File: src/rtl/tone_buzzer_if.sv
// Note/octave request and buzzer drive bundle between the learn/play stages and tone_buzzer.
interface tone_buzzer_if;
  logic       enable;
  logic [3:0] note;
  logic [1:0] octave;
  logic       buzzer;
  logic       playing;

  modport master (output enable, output note, output octave, input buzzer, input playing);
  modport slave  (input enable, input note, input octave, output buzzer, output playing);
endinterface

File: src/rtl/tone_buzzer.sv
// Square-wave tone generator for a held note/octave code, with a silent
// articulation gap inserted on every note change.
module tone_buzzer #(
  parameter int unsigned CLK_HZ     = 100_000_000,
  parameter int unsigned GAP_CYCLES = 1_000_000,
  parameter int unsigned DIV_W      = 20
) (
  input  logic         clk,
  input  logic         reset,
  tone_buzzer_if.slave io
);

  localparam int unsigned GAP_W = (GAP_CYCLES > 1) ? $clog2(GAP_CYCLES) : 1;
  localparam logic [GAP_W-1:0] GAP_LAST  = GAP_W'((GAP_CYCLES > 0) ? GAP_CYCLES - 1 : 0);
  localparam logic [GAP_W-1:0] GAP_ZERO  = {GAP_W{1'b0}};
  localparam logic [GAP_W-1:0] GAP_ONE   = GAP_W'(1);
  localparam logic [DIV_W-1:0] HALF_ZERO = {DIV_W{1'b0}};
  localparam logic [DIV_W-1:0] HALF_ONE  = DIV_W'(1);

  // Middle-octave half periods; frequencies are in 0.01 Hz units, hence the x50.
  localparam logic [63:0] CLK_X50 = 64'(CLK_HZ) * 64'd50;
  localparam logic [DIV_W-1:0] HALF_C = DIV_W'(CLK_X50 / 64'd26163);
  localparam logic [DIV_W-1:0] HALF_D = DIV_W'(CLK_X50 / 64'd29366);
  localparam logic [DIV_W-1:0] HALF_E = DIV_W'(CLK_X50 / 64'd32963);
  localparam logic [DIV_W-1:0] HALF_F = DIV_W'(CLK_X50 / 64'd34923);
  localparam logic [DIV_W-1:0] HALF_G = DIV_W'(CLK_X50 / 64'd39200);
  localparam logic [DIV_W-1:0] HALF_A = DIV_W'(CLK_X50 / 64'd44000);
  localparam logic [DIV_W-1:0] HALF_B = DIV_W'(CLK_X50 / 64'd49388);

  typedef enum logic [1:0] {
    ST_IDLE = 2'd0,
    ST_GAP  = 2'd1,
    ST_TONE = 2'd2
  } state_e;

  function automatic logic [DIV_W-1:0] half_of(input logic [5:0] key);
    logic [DIV_W-1:0] base;
    case (key[5:2])
      4'd1:    base = HALF_C;
      4'd2:    base = HALF_D;
      4'd3:    base = HALF_E;
      4'd4:    base = HALF_F;
      4'd5:    base = HALF_G;
      4'd6:    base = HALF_A;
      4'd7:    base = HALF_B;
      default: base = HALF_ZERO;
    endcase
    case (key[1:0])
      2'b01:   return base << 1;
      2'b10:   return base >> 1;
      default: return base;
    endcase
  endfunction

  state_e           state_q, state_d;
  logic [5:0]       key_q, key_d;
  logic [GAP_W-1:0] gap_cnt_q, gap_cnt_d;
  logic [DIV_W-1:0] half_cnt_q, half_cnt_d;
  logic             buzzer_q, buzzer_d;
  logic             playing_q, playing_d;

  logic [5:0]       key_s;
  logic             sounding_s;
  logic             change_s;
  logic [DIV_W-1:0] half_s;
  logic             half_wrap_s;

  assign key_s       = {io.note, io.octave};
  assign sounding_s  = io.enable && (io.note >= 4'd1) && (io.note <= 4'd7);
  assign change_s    = (key_s != key_q);
  assign half_s      = half_of(key_q);
  assign half_wrap_s = (half_cnt_q == (half_s - HALF_ONE));

  // State, counters, latched code and registered outputs.
  always_ff @(posedge clk or negedge reset) begin
    if (!reset) begin
      state_q    <= ST_IDLE;
      key_q      <= 6'd0;
      gap_cnt_q  <= GAP_ZERO;
      half_cnt_q <= HALF_ZERO;
      buzzer_q   <= 1'b0;
      playing_q  <= 1'b0;
    end else begin
      state_q    <= state_d;
      key_q      <= key_d;
      gap_cnt_q  <= gap_cnt_d;
      half_cnt_q <= half_cnt_d;
      buzzer_q   <= buzzer_d;
      playing_q  <= playing_d;
    end
  end

  // Next state and counter updates.
  always_comb begin
    state_d    = state_q;
    gap_cnt_d  = gap_cnt_q;
    half_cnt_d = half_cnt_q;
    key_d      = change_s ? key_s : key_q;
    case (state_q)
      ST_IDLE: begin
        gap_cnt_d  = GAP_ZERO;
        half_cnt_d = HALF_ZERO;
        if (sounding_s) begin
          state_d = (GAP_CYCLES > 0) ? ST_GAP : ST_TONE;
        end else begin
          state_d = ST_IDLE;
        end
      end
      ST_GAP: begin
        half_cnt_d = HALF_ZERO;
        if (!sounding_s) begin
          state_d   = ST_IDLE;
          gap_cnt_d = GAP_ZERO;
        end else if (change_s) begin
          gap_cnt_d = GAP_ZERO;
        end else if (gap_cnt_q == GAP_LAST) begin
          state_d   = ST_TONE;
          gap_cnt_d = GAP_ZERO;
        end else begin
          gap_cnt_d = gap_cnt_q + GAP_ONE;
        end
      end
      ST_TONE: begin
        gap_cnt_d = GAP_ZERO;
        if (!sounding_s) begin
          state_d    = ST_IDLE;
          half_cnt_d = HALF_ZERO;
        end else if (change_s) begin
          state_d    = (GAP_CYCLES > 0) ? ST_GAP : ST_TONE;
          half_cnt_d = HALF_ZERO;
        end else if (half_wrap_s) begin
          half_cnt_d = HALF_ZERO;
        end else begin
          half_cnt_d = half_cnt_q + HALF_ONE;
        end
      end
      default: begin
        state_d    = ST_IDLE;
        gap_cnt_d  = GAP_ZERO;
        half_cnt_d = HALF_ZERO;
      end
    endcase
  end

  // Output decode; any entry into TONE (fresh or restarted) begins at a low phase.
  always_comb begin
    playing_d = (state_d == ST_TONE);
    if ((state_d == ST_TONE) && (state_q == ST_TONE) && !change_s) begin
      buzzer_d = half_wrap_s ? ~buzzer_q : buzzer_q;
    end else begin
      buzzer_d = 1'b0;
    end
  end

  assign io.buzzer  = buzzer_q;
  assign io.playing = playing_q;

endmodule
File: src/flat_wrapper.sv
// flat-port wrapper written by rule: the top's interface ports become plain ports
module tone_buzzer_flat 
#(
  parameter int unsigned CLK_HZ     = 100_000_000,
  parameter int unsigned GAP_CYCLES = 1_000_000,
  parameter int unsigned DIV_W      = 20
)
  (clk, reset, io_enable, io_note, io_octave, io_buzzer, io_playing);
  tone_buzzer_if io_i ();
  input  logic clk;
  input  logic reset;
  input wire logic [$bits(io_i.enable)-1:0] io_enable;
  input wire logic [$bits(io_i.note)-1:0] io_note;
  input wire logic [$bits(io_i.octave)-1:0] io_octave;
  output wire logic [$bits(io_i.buzzer)-1:0] io_buzzer;
  output wire logic [$bits(io_i.playing)-1:0] io_playing;
  assign io_i.enable = io_enable;
  assign io_i.note = io_note;
  assign io_i.octave = io_octave;
  assign io_buzzer = io_i.buzzer;
  assign io_playing = io_i.playing;
  tone_buzzer #(.CLK_HZ(CLK_HZ), .GAP_CYCLES(GAP_CYCLES), .DIV_W(DIV_W)) u_core (.clk(clk), .reset(reset), .io(io_i));
endmodule
File: config.mk
export PLATFORM = sky130hd
export DESIGN_NAME = tone_buzzer_flat
export DESIGN_NICKNAME = d
export VERILOG_FILES = /design/src/rtl/tone_buzzer_if.sv /design/src/rtl/tone_buzzer.sv /design/src/flat_wrapper.sv
export SDC_FILE = /design/constraint.sdc
export NUM_CORES = 1
export LEC_CHECK = 0
export ABC_AREA = 1
export CORE_ASPECT_RATIO = 2
export CORE_MARGIN = 2
export CORE_UTILIZATION = 40
export CTS_CLUSTER_DIAMETER = 120
export CTS_CLUSTER_SIZE = 20
export DETAILED_ROUTE_END_ITERATION = 16
export PLACE_DENSITY = 0.65
export SLEW_MARGIN = 15
export SYNTH_ARGS = -nofsm -noshare
export SYNTH_HDL_FRONTEND = slang
export SYNTH_SLANG_ARGS = --single-unit
File: constraint.sdc
create_clock -name clk -period 2.7 [get_ports clk]
set_input_delay 0.27 -clock clk [delete_from_list [all_inputs] [get_ports clk]]
set_output_delay 0.27 -clock clk [all_outputs]
set_load 0.05 [all_outputs]
=== Word-level counts from Yosys, hierarchy flattened ===
Cells that the tools add are included.

* Add/sub/neg operators: 3
* Magnitude comparators: 2
* Equal/unequal tests: 16
* Multiplexer cells: 19
* Bitwise gates (word level): 1
* Reductions and logical operators: 6

{| class="wikitable"
|+ Operator list
! operator !! number
|-
| 2-to-1 mux 20 bit || 8
|-
| case mux 18 bit (7 select lines) || 1
|-
| adder 20 x 1 -> 20 bit, second input constant || 2
|-
| case mux 19 bit (2 select lines) || 1
|-
| == test 20 bit || 1
|-
| == test 20 bit, second input constant || 1
|-
| subtractor 19 x 1 -> 20 bit, second input constant || 1
|-
| == test 4 x 3 -> 1 bit, second input constant || 4
|-
| 2-to-1 mux 2 bit || 5
|-
| == test 4 x 2 -> 1 bit, second input constant || 2
|-
| == test 2 bit, second input constant || 3
|-
| != test 6 bit || 1
|-
| case mux 2 bit (3 select lines) || 1
|-
| == test 2 x 1 -> 1 bit, second input constant || 2
|-
| == test 4 x 1 -> 1 bit, second input constant || 1
|-
| >= comparator 4 x 1 -> 1 bit, second input constant || 1
|-
| less-or-equal comparator 4 x 3 -> 1 bit, second input constant || 1
|-
| logical AND 1 bit || 4
|-
| 2-to-1 mux 1 bit || 3
|-
| zero test 2 bit || 1
|-
| != test 2 x 1 -> 1 bit, second input constant || 1
|-
| zero test 1 bit || 1
|-
| inverter 1 bit || 1
|}

* Register bits: 50
* Input bits: 9

=== Logic depth before layout (Yosys ltp) ===
Gate-level depths: netlist of run 1.

* Word-level depth: 9
* Mapped depth: 24
* Depth with buffers taken out: 23

=== Worst setup path after synthesis of run 1 ===
Ideal clock, no wire load.

* Path kind: reg-to-reg
* Start point: reg u_core.key_q[0]
* End point: reg u_core.half_cnt_q[2]
* Setup time: 0.121 ns
* Arrival: 2.784 ns
* Setup slack: -0.204 ns
* Stages on the path, launching flop included: 24
* Path buffers: 2
* Period minus slack after synthesis: 2.904 ns
* Path through: dfrtp_1 -> inv_1 -> ha_1 -> inv_2 -> nand2_2 -> inv_1 -> buf_2 -> nand2_1 -> nand2_1 -> nor2_1 -> ha_1 -> xor2_1 -> nand2_1 -> nor2_1 -> nand2_1 -> nor2_1 -> nand2_1 -> nor2_1 -> nand3_1 -> nor3_2 -> nand4_1 -> nand2_2 -> buf_6 -> nor2_2

* Longest elaborated chain between the ends: 8
* Elaborated cells on any way between the ends: 10
* Those cells by class: add/sub: 1; eq/ne: 4; mux: 5

{| class="wikitable"
|+ Ends and longest elaborated chain
! element !! RTL line !! RTL
|-
| start: declaration || tone_buzzer.sv:56 || <nowiki>logic [5:0] key_q, key_d;</nowiki>
|-
| start signal: assignment || tone_buzzer.sv:85 || <nowiki>key_q <= key_d;</nowiki>
|-
| == test 2 bit or == test 2 x 1 -> 1 bit (tied branches) || tone_buzzer.sv:48 || <nowiki>case (key[1:0])</nowiki>
|-
| case mux 19 bit (2 select lines) || tone_buzzer.sv:48 ||
|-
| subtractor 19 x 1 -> 20 bit || tone_buzzer.sv:72 || <nowiki>assign half_wrap_s = (half_cnt_q == (half_s - HALF_ONE));</nowiki>
|-
| == test 20 bit || tone_buzzer.sv:72 ||
|-
| 2-to-1 mux 20 bit || tone_buzzer.sv:131 || <nowiki>end else if (half_wrap_s) begin</nowiki>
|-
| 2-to-1 mux 20 bit (*) || tone_buzzer.sv:128 || <nowiki>end else if (change_s) begin</nowiki>
|-
| 2-to-1 mux 20 bit (*) || tone_buzzer.sv:125 || <nowiki>if (!sounding_s) begin</nowiki>
|-
| 2-to-1 mux 20 bit (*) || tone_buzzer.sv:99 || <nowiki>case (state_q)</nowiki>
|-
| via u_core.half_cnt_d[2] || tone_buzzer.sv:58 || <nowiki>logic [DIV_W-1:0] half_cnt_q, half_cnt_d;</nowiki>
|-
| end signal: assignment || tone_buzzer.sv:87 || <nowiki>half_cnt_q <= half_cnt_d;</nowiki>
|-
| end: declaration || tone_buzzer.sv:58 ||
|}

Mark *: on every way through the listed nets, which the timed path passes. The rest lies on a longest branch.
A chain may end at the register's enable or synchronous reset.

=== Final worst setup path of run 1 ===
* Start point: reg u_core.key_q[1]
* End point: reg u_core.half_cnt_q[12]

Same word-level chain as after synthesis.

==> flow_summary.json, run 1 <==
{
  "place_congestion": 0.929,
  "die_w_um": 72.7,
  "slew_headroom": 0.575,
  "reg2reg_slack_ns": -0.21,
  "grt_use_total": 0.225,
  "drt_iter0_markers": 192,
  "synthCells": 565,
  "maxCapViolations": 0,
  "syn-num-nets": 579,
  "swShare": 0.301,
  "period_share": 1.08,
  "async_reset_ff_frac": 1.00,
  "ys_types": 35,
  "setup_ws_ns": -0.206,
  "clkTransAtPathRegs_ns": 0.06,
  "io_pins": 11,
  "dp_hpwl_mm": 8.89,
  "hp-class": "input port to async pin",
  "power_frac_seq": 0.401,
  "avgSynthCellArea_um2": 6.68,
  "yosysTopAreaCellShare": 0.331,
  "drcViolationCount": 0,
  "status": "finished, violations left",
  "grt_pass1_vias": 3920,
  "end_kind": "flip-flop",
  "cp_max_fo": 7,
  "vdd_ir_drop_max_v": 0.000381,
  "port_buffers": 10,
  "ys_ff_latch": 50,
  "rr_startpoint": "u_core.key_q[1]",
  "wirelength_mm": 10.8,
  "path_class": "flip-flop to flip-flop",
  "power.switching_uw": 573,
  "total_leakage_power_uw": 0.00233,
  "synth.area.top_cells": "dfrtp_1 33%, nand2_1 15%, nand3_1 7.2%",
  "crit_arrival_ns": 3.07,
  "fmax_mhz": 344,
  "worstSkewPairLatency_ns": 0.29,
  "drive_gt1_frac": 0.247,
  "synthFlopType": "dfrtp_1",
  "clock_sinks": 50,
  "design.core.area_um2": 9260,
  "finalPower_uw": 1900,
  "synth_edf_count": 0,
  "worst_pin_slew_ns": 0.629,
  "rr_worst_depth": 22,
  "cts_root_buf": "clkbuf_16",
  "grt_antenna_before_repair": 0,
  "violations": "negative setup slack",
  "ctsHtreeMaxLevel": 2,
  "skew_ns": 0.00861,
  "grt_pass1_wl_mm": 17.8,
  "rows": 50,
  "placed_area_um2": 4440,
  "num_vias": 3840,
  "nNetsFinal": 661,
  "cts_buffers": 5,
  "syn2layout_area_growth_pct": 27.8,
  "seq_area_frac_synth": 0.331,
  "diodes": 0,
  "wl_per_cell_um": 14.4,
  "powerDensity_nw_per_um2": 395,
  "regToRegEndpoint": "u_core.half_cnt_q[12]",
  "crit_required_ns": 2.87,
  "cts_tree": "built",
  "min_period_ns": 2.91,
  "finalHoldViolations": 0,
  "dieArea_um2": 10300,
  "grt_max_degree": 21,
  "ant_nets": 0,
  "rsz0062_at_grt": "yes",
  "setup_viol": 21,
  "yosys.area.top_type": "dfrtp_1",
  "clockBufferDepth": 2,
  "drt_pass1_iterations": 5,
  "cp-start-kind": "flip-flop",
  "vias_per_cell": 5.11,
  "start_util": 0.408,
  "final_max_slew_viol_count": 0,
  "final_area_um2": 4820,
  "combPwrFrac": 0.290,
  "grt_overflow": 0,
  "internal-power_uw": 1330,
  "synth.cell_area_um2": 3770,
  "power_frac_clock": 0.310,
  "ys_warn_count": 0,
  "fillCellCount": 909,
  "die_h_um": 141
}
[layout by cell type, fill, tap and decap left out, types with 3 or more instances in the layout]
master and instances:
nor3_1 11, nor2_1 61, xor2_1 21, dfrtp_1 50
nand3_1 53, nor4_1 6, nand3_2 4, nor2_4 7
buf_6 3, inv_1 62, clkdlybuf4s50_1 9, ha_1 3
a21oi_1 23, o21ai_0 13, nand2_2 13, buf_4 74
nor2_2 30, nand4_1 10, o21a_1 3, nand2_1 145
inv_2 7, clkbuf_16 5
[cell usage after synthesis, types with 2 or more instances]
cell and number:
nand2_1 149, nor2_1 68, inv_1 66, nand3_1 54, dfrtp_1 50, nor2_2 26, a21oi_1 23, xor2_1 21
o21ai_0 14, nand2_2 11, nor3_1 11, nand4_1 10, clkbuf_1 9, nor4_1 6, ha_1 5, nand3_2 5
buf_6 4, inv_2 4, nor2_4 4, buf_2 3, o21a_1 3, a21o_1 2, and3_1 2, o22ai_1 2
or2_2 2, xnor2_1 2
[worst max-delay path: stages (launching register included)]
cell and delay (ns):
dfrtp_1 0.42, ha_4 0.33, inv_4 0.05, nand2_4 0.06, inv_2 0.04, nand2_2 0.07, nand2_2 0.07, nor2_4 0.14
ha_4 0.22, xor2_1 0.12, nand2_1 0.08, nor2_2 0.12, nand2_1 0.06, nor2_1 0.11, nand2_1 0.06, nor2_1 0.09
nand3_1 0.08, nor3_2 0.11, nand4_1 0.14, nand2_2 0.14, buf_6 0.12, buf_12 0.11, nor2_2 0.04
[power by group through the flow]
stage / Clock, uW / Sequential (uW) / Combinational, uW
detailed placement: 0 / 777 / 493
floorplan: 0 / 776 / 296
global route: 624 / 763 / 613
CTS: 602 / 763 / 547
global placement: 0 / 776 / 488
finish: 590 / 763 / 551
[worst max path at each step]
stage / startpoint / end / slack (ns) / cells past startpoint
after detailed placement: u_core.key_q[0] / u_core.half_cnt_q[12] / -0.34 / 20
after CTS: u_core.key_q[0] / u_core.half_cnt_q[12] / -0.17 / 21
after global placement: u_core.key_q[0] / u_core.half_cnt_q[12] / -0.33 / 20
after global routing: u_core.key_q[0] / u_core.half_cnt_q[5] / -0.50 / 23
final: u_core.key_q[1] / u_core.half_cnt_q[12] / -0.21 / 22
after floorplan: u_core.key_q[1] / u_core.half_cnt_q[2] / -0.03 / 22
[kinds of logic (layout without fill, tap and decap cells)]
kind of cell,Yosys count,after routing,share of synthesized area
fa+ha+maj,5,5,0.0166
compound gates,48,48,0.0709
simple gates,351,351,0.428
flops,50,50,0.331
xor+xnor,24,24,0.0577
buf+inv,87,169,0.0955
[through the flow]
stage / setup slack, ns / std cells / hold slack (ns) / util / setup TNS (ns)
final: -0.206 / 751 / 0.460 / 0.521 / -3.62
after global routing: -0.501 / 751 / 0.471 / 0.521 / -9.76
after CTS: -0.175 / 750 / 0.461 / 0.519 / -3.08
after detailed placement: -0.341 / 729 / 0.241 / 0.479 / -6.83
after global placement: -0.335 / 729 / 0.241 / 0.479 / -6.81
after floorplan: -0.0269 / 565 / -0.0256 / - / -0.512
[sequential cells by signal, summed over array words and instances, names as in the netlist]
signal / count
u_core.state_q: 2
u_core.half_cnt_q: 20
u_core.gap_cnt_q: 20
u_core.io.playing: 1
u_core.io.buzzer: 1
u_core.key_q: 6
[per-layer routing]
metal  vias up  global-route usage  share of wire
met5         -                   0              0
met4         0               0.159          0.073
met3        46              0.0277          0.017
met2        58               0.430           0.56
met1      1782               0.206           0.35
li1       1954                   -              -
[area by class of cell]
type	count	area, um2	area share
Clock buffer	7	133	0.0275
Multi-Input combinational cell	428	2280	0.473
Sequential cell	50	1250	0.259
Tap cell	104	130	0.0270
Inverter	71	269	0.0558
Timing Repair Buffer	91	762	0.158
[timing repair]
| item | in CTS | in global routing |
|---|---|---|
| resized for setup | 25 | 4 |
| gates cloned | 1 | 0 |
| setup buffers | 12 | 3 |
| setup endpoints to repair | 21 | 21 |
| pin swaps | 8 | 9 |
| hold endpoints to repair | 18 | 0 |
| hold buffers | 1 | 0 |
Power figures use the tool's default switching activity.
==> inputs of run 2 (changes only) <==
- PLACE_DENSITY: 0.65 -> 0.63
- clock period: 2.7 -> 3.1 ns (I/O delays scaled with it)
==> run 2 against run 1 <==
Net effect: the run now ends clean; clock skew down 0.0041 ns; power down 17%; critical path type unchanged; clock-buffer cell count down 2; setup slack better by 0.24 ns; maximum frequency down 5.2%; clock power down 7.6%; critical endpoint is now u_core.half_cnt_q[19]; worst hold slack worse by 0.31 ns; combinational power down 31%; core utilization down 4.4 points; global-route usage down 0.16 points; via count down 3.9%.
==> flow_summary.json, run 2 (synthesized netlist as in run 1, its figures left out) <==
{
  "vdd_ir_drop_max_v": 0.000682,
  "status": "finished, final reports clean",
  "place_congestion": 0.956,
  "powerDensity_nw_per_um2": 360,
  "design.core.area_um2": 9260,
  "min_period_ns": 3.07,
  "skew_ns": 0.00454,
  "dieArea_um2": 10300,
  "total_leakage_power_uw": 0.00208,
  "drive_gt1_frac": 0.182,
  "cts_buffers": 5,
  "crit_arrival_ns": 3.26,
  "port_buffers": 10,
  "grt_overflow": 0,
  "slew_headroom": 0.379,
  "grt_pass1_vias": 3724,
  "start_util": 0.408,
  "combPwrFrac": 0.239,
  "clkTransAtPathRegs_ns": 0.07,
  "setup_viol": 0,
  "cp_max_fo": 5,
  "ctsHtreeMaxLevel": 2,
  "diodes": 0,
  "crit_required_ns": 3.29,
  "cts_root_buf": "clkbuf_16",
  "post-route-util": 0.477,
  "grt_pass1_wl_mm": 17.6,
  "rows": 50,
  "final_max_slew_viol_count": 0,
  "final_cell_mix": "147 x nand2_1, 63 x inv_1, 61 x nor2_1",
  "drt_pass1_iterations": 4,
  "power_frac_seq": 0.419,
  "num_vias": 3692,
  "drt_iter0_markers": 215,
  "fillCellCount": 962,
  "period_share": 0.989,
  "nNetsFinal": 608,
  "clock_sinks": 50,
  "rsz0062_at_grt": "yes",
  "die_w_um": 72.7,
  "cts_tree": "built",
  "path_class": "flip-flop to flip-flop",
  "finalHoldViolations": 0,
  "wirelength_mm": 10.7,
  "swShare": 0.316,
  "setup_tns_ns": 0,
  "die_h_um": 141,
  "reg_top3": "u_core.gap_cnt_q x20, u_core.half_cnt_q x20, u_core.key_q x6",
  "grt_max_degree": 41,
  "ant_nets": 0,
  "grt_antenna_before_repair": 0,
  "io_pins": 11,
  "dp_hpwl_mm": 8.36,
  "drcViolationCount": 0,
  "vias_per_cell": 5.28,
  "syn2layout_area_growth_pct": 16.9,
  "rr_worst_depth": 20,
  "maxCapViolations": 0,
  "postCtsHoldBufs": 0,
  "hp-class": "input port to async pin",
  "worstSkewPairLatency_ns": 0.30,
  "end_kind": "flip-flop",
  "power_frac_clock": 0.343,
  "grt_use_total": 0.223,
  "fmax_mhz": 326,
  "worst_pin_slew_ns": 0.931,
  "internal-power_uw": 1090,
  "dp.cells": 681,
  "clockBufferDepth": 2,
  "power.switching_uw": 502,
  "final_common_cell": "nand2_1",
  "finalNonFillerCells": 699,
  "cp-start-kind": "flip-flop",
  "wl_per_cell_um": 15.3
}
## run 2: repair_timing
action | 4_1_cts | 5_1_grt
gates cloned | 1 | 2
resized for setup | 7 | 19
pin swaps | 1 | 12
setup endpoints to repair | 20 | 21
setup buffers | 3 | 4
## run 2: final timing paths
path / from / to / slack [ns]
max: u_core.key_q[1] / u_core.half_cnt_q[19] / 0.03
min: reset / u_core.key_q[0] / 0.15
max reg2reg: u_core.key_q[1] / u_core.half_cnt_q[19] / 0.03
min reg2reg: u_core.gap_cnt_q[0] / u_core.gap_cnt_q[0] / 0.48
max in group asynchronous: reset / u_core.gap_cnt_q[19] / 2.26
min in group clk: u_core.gap_cnt_q[0] / u_core.gap_cnt_q[0] / 0.48
## run 2: layout make-up
cell class / instances / area [um2] / share of cell area
multi-input combinational: 428 / 2230 / 0.506
sequential: 50 / 1250 / 0.283
timing repair buffer: 38 / 380 / 0.0862
inverter: 71 / 272 / 0.0615
tap: 104 / 130 / 0.0295
clock buffer: 5 / 125 / 0.0283
clock inverter: 3 / 21.3 / 0.00482
## run 2: layer usage
layer  share of wire  vias up  global-route usage
met5               0        -                   0
met4           0.055        0               0.122
met3           0.018       30              0.0234
met2            0.58       76               0.430
met1            0.35     1734               0.220
li1                -     1852                   -
## run 2: critical path, cell delays in order (launching register included)
cell and delay (ns):
dfrtp_1 0.43, ha_4 0.33, buf_4 0.14, nand3_2 0.09, nand2_2 0.11, nor2_4 0.05, ha_4 0.26, xor2_1 0.13
nand2_1 0.07, nor2_2 0.13, nand2_1 0.07, nor2_2 0.11, nand2_1 0.07, nor2_2 0.14, nand3_1 0.10, nor3_2 0.15
nand4_1 0.14, nand2_2 0.12, buf_6 0.13, clkbuf_16 0.15, nor2_2 0.03
## run 2: power groups by stage
stage                     sequential [uW]  combinational [uW]  clock (uW)
after floorplan                       675                 252           0
after global placement                677                 357           0
after detailed placement              677                 358           0
after CTS                             665                 365         563
after global routing                  666                 425         583
final                                 665                 379         545
## run 2: metrics by stage
stage               total power, uW  cell area, um2  worst slack, ns  hold slack [ns]
detailed placement             1030            4050          -0.0508            0.476
finish                         1590            4410           0.0330            0.148
global route                   1670            4410           -0.167            0.214
floorplan                       927            3770            0.196           0.0144
CTS                            1590            4280           0.0112            0.172
global placement               1030            4050          0.00368            0.447
==> inputs of run 3 (changes only) <==
- CORE_ASPECT_RATIO: 2 -> 1.2
- GPL_TIMING_DRIVEN: default -> 0
- SKIP_LAST_GASP: default -> 1
==> run 3 against run 2 <==
Net effect: the flow now finishes with violations (negative setup slack); first-iteration DRC count is 30% lower; die area is 0.42% lower; sequential power hardly changed; clock skew is 0.0045 ns higher; via count is 0.54% lower; non-clock buffer count is 5 higher; largest power group unchanged; highest routed layer unchanged.
==> flow_summary.json, run 3 (synthesized netlist as in run 1, its figures left out) <==
{
  "min_period_ns": 3.10,
  "io_pins": 11,
  "finalHoldViolations": 0,
  "crit_chain": "ha_4 > clkinv_4 > nand2_4 > inv_2 > buf_6 > nand2_4 > nand2_4 > nor2_4 > ha_4 > xor2_1 > nand2_1 > nor2_2 > nand2_1 > nor2_2 > nand2_1 > nor2_1 > nand3_1 > nor3_2 > nand4_1 > nand2_4 > buf_8 > nor2_2",
  "fillCellCount": 910,
  "swShare": 0.327,
  "post-route-util": 0.482,
  "num_vias": 3672,
  "grt_antenna_before_repair": 0,
  "cp_max_fo": 5,
  "clkTransAtPathRegs_ns": 0.09,
  "vdd_ir_drop_max_v": 0.000312,
  "grt_max_degree": 31,
  "violations": "negative setup slack",
  "cp-start-kind": "flip-flop",
  "ctsHtreeMaxLevel": 2,
  "wl_per_cell_um": 13.1,
  "wirelength_mm": 9.42,
  "period_share": 1.00,
  "die_h_um": 110,
  "power_frac_seq": 0.470,
  "drt_pass1_iterations": 4,
  "internal-power_uw": 949,
  "worst_pin_slew_ns": 0.832,
  "worstSkewPairLatency_ns": 0.31,
  "final_max_slew_viol_count": 0,
  "combPwrFrac": 0.269,
  "final_common_cell": "nand2_1",
  "grt_overflow": 0,
  "dieArea_um2": 10200,
  "syn2layout_area_growth_pct": 16.5,
  "final_cell_mix": "147 x nand2_1, 64 x inv_1, 63 x nor2_1",
  "cts_buffers": 5,
  "maxCapViolations": 0,
  "setup_ws_ns": -0.00130,
  "critPathSlowestCell": "dfrtp_1",
  "cts_root_buf": "clkbuf_8",
  "crit_required_ns": 3.29,
  "fmax_mhz": 322,
  "die_w_um": 92.7,
  "powerDensity_nw_per_um2": 321,
  "port_buffers": 10,
  "nNetsFinal": 613,
  "crit_arrival_ns": 3.29,
  "reg_top3": "u_core.gap_cnt_q x20, u_core.half_cnt_q x20, u_core.key_q x6",
  "grt_pass1_wl_mm": 16.4,
  "start_util": 0.414,
  "setup_tns_ns": -0.00130,
  "dp_hpwl_mm": 7.16,
  "total_leakage_power_uw": 0.00205,
  "rows": 38,
  "slew_headroom": 0.441,
  "drcViolationCount": 0,
  "place_congestion": 0.928,
  "diodes": 0,
  "cp.buffers_inverters": 4,
  "ant_nets": 0,
  "skew_ns": 0.00901,
  "path_common_cell": "nand2_4",
  "vias_per_cell": 5.11,
  "power.switching_uw": 461,
  "crit_family": "simple AND/OR/NAND/NOR gates",
  "grt_use_total": 0.195,
  "drt_iter0_markers": 151,
  "path_class": "flip-flop to flip-flop",
  "setup_viol": 1,
  "grt_pass1_vias": 3698,
  "hp-class": "flip-flop to flip-flop",
  "clock_sinks": 50,
  "drive_gt1_frac": 0.170,
  "rsz0062_at_grt": "yes",
  "slowest_delay_ns": 0.43,
  "power_frac_clock": 0.261,
  "status": "finished, violations left",
  "design.core.area_um2": 9130,
  "end_kind": "flip-flop",
  "cts_tree": "built",
  "clockBufferDepth": 2
}
run 3: changes by cell type in the layout (fill, tap and decap cells not counted), moves of 3 or more:
cell	previous run	this run
buf_8	0	3
nor2_2	31	26
nor2_4	6	9
clkbuf_8	0	6
buf_4	22	13
nand2_4	1	4
clkbuf_16	7	0
nand2_2	12	9
clkbuf_1	0	8
run 3: path summary, 6_finish.rpt:
| kind | cells after the start | endpoint | start | slack [ns] |
|---|---|---|---|---|
| setup / recovery | 22 | u_core.half_cnt_q[11] | u_core.key_q[1] | -0.001 |
| hold / removal | 1 | u_core.gap_cnt_q[0] | u_core.gap_cnt_q[0] | 0.48 |
| setup reg to reg | 22 | u_core.half_cnt_q[11] | u_core.key_q[1] | -0.001 |
| hold reg to reg | 1 | u_core.gap_cnt_q[0] | u_core.gap_cnt_q[0] | 0.48 |
| max in group asynchronous | 3 | u_core.half_cnt_q[17] | reset | 2.07 |
| min in group asynchronous | 2 | u_core.gap_cnt_q[2] | reset | 0.49 |
run 3: layout make-up:
class                   count  area, um2  share of cell area
clock inverters             2       15.0             0.00341
multi-input cells         428       2270               0.515
flip-flops and latches     50       1250               0.284
repair buffers             27        258              0.0586
clock buffers               5       68.8              0.0156
inverters                  71        272              0.0617
plain buffers              16        118              0.0267
well taps                 120        150              0.0341
run 3: per-stage QoR:
step | instances | cell area [um2] | hold WS, ns | worst slack, ns | total power [uW]
5_1_grt | 719 | 4400 | 0.505 | -0.216 | 1510
3_3_place_gp | 695 | 4030 | 0.454 | -0.355 | 1010
2_1_floorplan | 565 | 3770 | 0.0144 | 0.196 | 927
3_5_place_dp | 696 | 4040 | 0.310 | -0.401 | 1020
6_report | 719 | 4400 | 0.475 | -0.00130 | 1410
4_1_cts | 722 | 4430 | 0.477 | -0.177 | 1430
run 3: timing repair:
action                                  in CTS  in global routing
hold buffers                                 1                  0
endpoints found under the setup margin      21                 21
setup buffers                               17                  1
pin swaps                                   22                 20
hold endpoints to repair                    20                  0
gates resized for setup                     31                  9
gates cloned                                 2                  0
run 3: per-layer routing:
metal	GRT usage	vias up	share of wire
met5	0	-	0
met4	0.0912	0	0.042
met3	0.0164	23	0.031
met2	0.341	76	0.50
met1	0.240	1715	0.43
li1	-	1858	-
run 3: power groups by stage:
stage	registers (uW)	logic, uW	clock network [uW]
floorplan	675	252	0
global placement	676	333	0
detailed placement	676	341	0
CTS	663	374	388
global route	665	431	412
finish	663	379	368
